### src/rtl/tri_bus_arbiter.sv
// Round-robin arbiter handing a shared tri-state bus to one of N drivers,
// with a setup cycle before enable, a hold limit, and idle turnaround between owners.
module tri_bus_arbiter #(
  parameter int N        = 4,
  parameter int MAX_HOLD = 8,
  parameter int TURN_CYC = 1
) (
  input  logic                 clk,
  input  logic                 rst_n,
  input  logic [N-1:0]         req,
  output logic [N-1:0]         gnt,
  output logic [N-1:0]         bus_en,
  output logic [$clog2(N)-1:0] owner,
  output logic                 busy,
  output logic                 timeout
);

  localparam int W  = $clog2(N);
  localparam int HW = $clog2(MAX_HOLD + 1);
  localparam int TW = $clog2(TURN_CYC + 1);

  localparam logic [1:0] IDLE  = 2'd0;
  localparam logic [1:0] SETUP = 2'd1;
  localparam logic [1:0] DRIVE = 2'd2;
  localparam logic [1:0] TURN  = 2'd3;

  logic [1:0]    state_r, state_s;
  logic [W-1:0]  cur_r, cur_s;
  logic [W-1:0]  rr_r, rr_s;
  logic [HW-1:0] hold_r, hold_s;
  logic [TW-1:0] turn_r, turn_s;
  logic [N-1:0]  gnt_s, en_s;
  logic [W-1:0]  owner_s;
  logic          busy_s, timeout_s;
  logic [W:0]    pick_s;

  // {found, index} of the first requester at or after p, wrapping N-1 to 0
  function automatic logic [W:0] rr_pick(input logic [N-1:0] r, input logic [W-1:0] p);
    logic [W:0] res;
    logic [W:0] s;
    res = '0;
    for (int i = N - 1; i >= 0; i--) begin
      s   = {1'b0, p} + (W+1)'(i);
      s   = (s >= (W+1)'(N)) ? (s - (W+1)'(N)) : s;
      res = r[s[W-1:0]] ? {1'b1, s[W-1:0]} : res;
    end
    return res;
  endfunction

  function automatic logic [W-1:0] wrap_inc(input logic [W-1:0] p);
    logic [W:0] s;
    s = {1'b0, p} + {{W{1'b0}}, 1'b1};
    s = (s >= (W+1)'(N)) ? (s - (W+1)'(N)) : s;
    return s[W-1:0];
  endfunction

  // Next-state and next-output decode; outputs are the registered copies of these
  always_comb begin
    state_s   = state_r;
    cur_s     = cur_r;
    rr_s      = rr_r;
    hold_s    = hold_r;
    turn_s    = turn_r;
    gnt_s     = gnt;
    en_s      = bus_en;
    owner_s   = owner;
    busy_s    = busy;
    timeout_s = 1'b0;
    pick_s    = rr_pick(req, rr_r);
    case (state_r)
      IDLE: begin
        if (pick_s[W]) begin
          state_s = SETUP;
          cur_s   = pick_s[W-1:0];
          rr_s    = wrap_inc(pick_s[W-1:0]);
          gnt_s   = N'(1) << pick_s[W-1:0];
          en_s    = '0;
          owner_s = pick_s[W-1:0];
          busy_s  = 1'b1;
        end else begin
          gnt_s   = '0;
          en_s    = '0;
          owner_s = '0;
          busy_s  = 1'b0;
        end
      end
      SETUP: begin
        if (req[cur_r]) begin
          state_s = DRIVE;
          en_s    = N'(1) << cur_r;
          hold_s  = HW'(1);
        end else begin
          // Requester gave up before the bus was ever driven
          state_s = IDLE;
          gnt_s   = '0;
          en_s    = '0;
          owner_s = '0;
          busy_s  = 1'b0;
        end
      end
      DRIVE: begin
        if (!req[cur_r] || (hold_r == HW'(MAX_HOLD))) begin
          state_s   = TURN;
          gnt_s     = '0;
          en_s      = '0;
          owner_s   = '0;
          busy_s    = 1'b0;
          hold_s    = '0;
          turn_s    = TW'(1);
          timeout_s = req[cur_r];
        end else begin
          hold_s = hold_r + HW'(1);
        end
      end
      TURN: begin
        if (turn_r == TW'(TURN_CYC)) begin
          state_s = IDLE;
          turn_s  = '0;
        end else begin
          turn_s  = turn_r + TW'(1);
        end
      end
      default: begin
        state_s = IDLE;
        cur_s   = '0;
        rr_s    = '0;
        hold_s  = '0;
        turn_s  = '0;
        gnt_s   = '0;
        en_s    = '0;
        owner_s = '0;
        busy_s  = 1'b0;
      end
    endcase
  end

  // State and output registers; reset floats the bus without waiting for a clock
  always_ff @(posedge clk or negedge rst_n) begin
    if (!rst_n) begin
      state_r <= IDLE;
      cur_r   <= '0;
      rr_r    <= '0;
      hold_r  <= '0;
      turn_r  <= '0;
      gnt     <= '0;
      bus_en  <= '0;
      owner   <= '0;
      busy    <= 1'b0;
      timeout <= 1'b0;
    end else begin
      state_r <= state_s;
      cur_r   <= cur_s;
      rr_r    <= rr_s;
      hold_r  <= hold_s;
      turn_r  <= turn_s;
      gnt     <= gnt_s;
      bus_en  <= en_s;
      owner   <= owner_s;
      busy    <= busy_s;
      timeout <= timeout_s;
    end
  end

endmodule

### config.mk
export PLATFORM = sky130hd
export DESIGN_NAME = tri_bus_arbiter
export DESIGN_NICKNAME = d
export VERILOG_FILES = /design/src/rtl/tri_bus_arbiter.sv
export SDC_FILE = /design/constraint.sdc
export NUM_CORES = 1
export LEC_CHECK = 0
export BUFFER_PORTS_ARGS = -buffer_cell sky130_fd_sc_hd__buf_4
export CORE_MARGIN = 2
export CORE_UTILIZATION = 45
export CTS_CLUSTER_SIZE = 8
export DETAILED_ROUTE_END_ITERATION = 7
export GPL_TIMING_DRIVEN = 1
export HOLD_SLACK_MARGIN = 0.08
export PLACE_DENSITY = 0.8
export SYNTH_ARGS = -nofsm -noshare
export SYNTH_HDL_FRONTEND = slang
export SYNTH_SLANG_ARGS = --single-unit
### constraint.sdc
create_clock -name clk -period 2 [get_ports clk]
set_input_delay 0.3 -clock clk [delete_from_list [all_inputs] [get_ports clk]]
set_output_delay 0.3 -clock clk [all_outputs]
set_load 0.02 [all_outputs]
==> results.py <==
metrics = {
    "layout": {
        "n_fill_cell": 257,
        "nNetsFinal": 146,
        "finalInstanceArea_um2": 1450,
        "diodes": 0,
        "final_common_cell": "dfrtp_1",
        "final_cell_mix": "dfrtp_1 (22), buf_4 (19), nand2_1 (10), nor2_1 (7)",
        "drive_gt1_share_pct": 28.6,
        "multi_input_area_um2": 633,
        "ff_latch_area_um2": 577,
        "fin_cells": 164,
        "syn_to_final_growth_pct": 14.5,
        "final_util_pct": 53.5,
    },
    "placement": {
        "postPlaceCellArea_um2": 1410,
        "hpwl_um": 1720,
        "io_buffer_count": 17,
        "gp_congestion": 0.737,
        "placed_cells": 159,
    },
    "die": {
        "die_w_um": 57.0,
        "coreArea_um2": 2710,
        "boundaryPins": 18,
        "rows": 19,
        "die_h_um": 57.0,
        "initial_core_util_pct": 46.7,
        "die_area_um2": 3250,
    },
    "global_routing": {
        "top_usage_layer": "met2",
        "grt_max_degree": 24,
        "first_global_vias": 886,
        "grt_util_met3_pct": 4.99,
        "grt_use_met2_pct": 24.0,
        "overflow": 0,
        "grt_usage_pct": 15.1,
        "grt_pass1_wl_um": 3920,
        "met1_usage_pct": 20.8,
        "antenna_found_initial": 0,
    },
    "worst_setup_path": {
        "r2r-end": "bus_en[2]",
        "cp-end-kind": "flip-flop",
        "cp.arrival_ns": 2.09,
        "cp-start-kind": "flip-flop",
        "timing.rr.start": "cur_r[1]",
        "cp_slowest_cell": "mux4_2",
        "crit_buf_inv": 0,
        "critPathKind": "flip-flop to flip-flop",
        "cpPeakStageDelay_ns": 0.59,
        "worstPathRequired_ns": 2.21,
        "rrSetupSlack_ns": 0.12,
        "crit_fanout": 8,
        "critPathTopFamily": "multiplexers",
        "path_depth": 4,
        "rr_worst_depth": 4,
        "path_cells": "mux4_2 > and3_1 > nor2_8 > mux2_4",
    },
    "clock_tree": {
        "clk_latency_ns": 0.31,
        "cts_buffers": 3,
        "postCtsSetupBuffers": 0,
        "cts_tree": "yes",
        "cts.sinks": 23,
        "htree_levels": 1,
        "path_clk_slew_ns": 0.12,
        "cts_root_buf": "clkbuf_4",
        "clock_path_buffers": 2,
    },
    "flow_run": {
        "cap_violations": 0,
    },
    "sta": {
        "tightest_slew_ns": 0.560,
        "fmax_mhz": 531,
        "tns_ns": 0,
        "drv_slew": 0,
        "skew_ns": 0.00759,
        "setup_viol": 0,
        "period_needed_ns": 1.88,
        "slew_headroom_pct": 62.7,
        "fin_crit_sh_pct": 94.1,
        "grt_setup_unrepaired": "no",
        "finalHoldViolCount": 0,
    },
    "min_path": {
        "hold-path-endpoint": "bus_en[3]",
        "hp-class": "input port to flip-flop",
        "min-delay-start": "req[3]",
        "holdPathStages": 3,
    },
    "synthesis": {
        "synth_area_um2": 1270,
        "seq_area_frac_synth_pct": 45.5,
        "syn_inst": 113,
        "synth-seq-cells": 23,
        "yosysWarnings": 0,
        "synth.distinct_cells": 39,
        "syn_avg_cell_area_um2": 11.2,
        "synth_nets": 125,
    },
    "power": {
        "powerDensity_nw_per_um2": 1390,
        "finalPower_mw": 2.01,
        "ir_drop_v": 0.00101,
        "leakagePower_nw": 0.726,
    },
    "run_status": {
        "status": "finished clean",
    },
    "detailed_routing": {
        "wl_per_cell_um": 13.7,
        "avgViaCountPerCell": 5.40,
        "num_vias": 886,
        "drtIter0Drc": 14,
        "routed_wl_um": 2240,
        "drc": 0,
        "first_pass_iters": 4,
        "ant_nets": 0,
    },
}
==> area by class of cell <==
type                    instances  share of cell area (%)
repair buffers                 20                    10.5
well taps                      31                    2.67
flip-flops and latches         23                    39.8
inverters                       6                    1.55
clock buffers                   4                    1.81
multi-input cells              80                    43.7
==> stage by stage <==
stage / hold slack [ns] / setup slack, ns
floorplan: 0.00441 / 0.190
global placement: 0.201 / 0.140
detailed placement: 0.208 / 0.0920
CTS: 0.309 / 0.0748
global route: 0.326 / 0.0218
finish: 0.316 / 0.117
==> how the worst max path moves through the flow <==
stage / slack, ns / from / end
floorplan: 0.19 / cur_r[1] / bus_en[0]
global placement: 0.14 / cur_r[1] / bus_en[0]
detailed placement: 0.09 / cur_r[1] / bus_en[2]
CTS: 0.07 / cur_r[1] / bus_en[2]
global route: 0.02 / cur_r[1] / bus_en[1]
finish: 0.12 / cur_r[1] / bus_en[2]
==> power breakdown <==
group,internal (mW),total (mW),switching [mW]
sequential,0.623,0.758,0.135
clock,0.0779,0.210,0.132
combinational,0.497,1.05,0.548
==> cell usage after synthesis <==
library cell	number	area (um2)
nor2_4	1	11.3
a21o_1	3	22.5
clkbuf_4	1	7.51
nor2_1	7	26.3
nor2_8	1	20.0
a31oi_1	2	12.5
nand2b_1	3	18.8
nor3_1	1	5.00
nand3_1	2	10.0
a21o_2	1	8.76
ha_1	6	75.1
nand2_1	10	37.5
xnor2_1	1	8.76
nor2b_4	1	13.8
o211ai_1	1	7.51
dfrtp_1	23	576
nand4_1	2	12.5
o221ai_1	1	8.76
nand3b_1	2	15.0
xor2_1	1	8.76
inv_1	6	22.5
and3_1	1	6.26
mux4_2	1	22.5
a21oi_1	4	20.0
clkbuf_2	1	5.00
and4b_2	2	22.5
a32o_1	2	20.0
o21ai_0	6	30.0
o21a_1	1	7.51
and3_2	1	7.51
o22ai_1	1	6.26
a22o_2	1	10.0
and4bb_2	1	12.5
nor4_1	1	6.26
mux2i_1	3	30.0
buf_6	2	22.5
a22o_1	3	26.3
o31ai_1	1	7.51
mux2_4	5	75.1
==> kinds of logic (layout without fill, tap and decap cells) <==
| kind of cell | after synthesis | after routing | share of synthesized area (%) |
|---|---|---|---|
| XOR/XNOR | 2 | 2 | 1.38 |
| multiplexers | 9 | 9 | 10.1 |
| adder cells (fa/ha/maj) | 6 | 6 | 5.93 |
| buffers and inverters | 10 | 30 | 4.55 |
| AO/OA/AOI/OAI | 27 | 27 | 14.8 |
| flip-flops | 23 | 23 | 45.5 |
| AND/OR/NAND/NOR | 36 | 36 | 17.8 |
==> sequential cells by signal (all words and copies together) (netlist names), named ones only <==
| signal | count |
|---|---|
| turn_r | 1 |
| cur_r | 2 |
| busy | 1 |
| timeout | 1 |
| gnt | 4 |
| rr_r | 2 |
| owner | 2 |
| state_r | 1 |
| bus_en | 4 |
| hold_r | 4 |
==> routing by layer <==
metal | up-vias | part of all wire [%]
li1 | 449 | -
met1 | 420 | 48
met2 | 15 | 47
met3 | 2 | 4.4
met4 | 0 | 0.31
met5 | - | 0
==> timing repair <==
item,CTS,global route
setup endpoints to repair,0,3
hold buffers,1,0
endpoints found under the hold margin,23,0
resized for setup,0,1
==> worst min-delay path, stage by stage <==
cell     delay (ns)
buf_4          0.13
nand4_1        0.10
o31ai_1        0.07
Power figures use the tool's default switching activity.
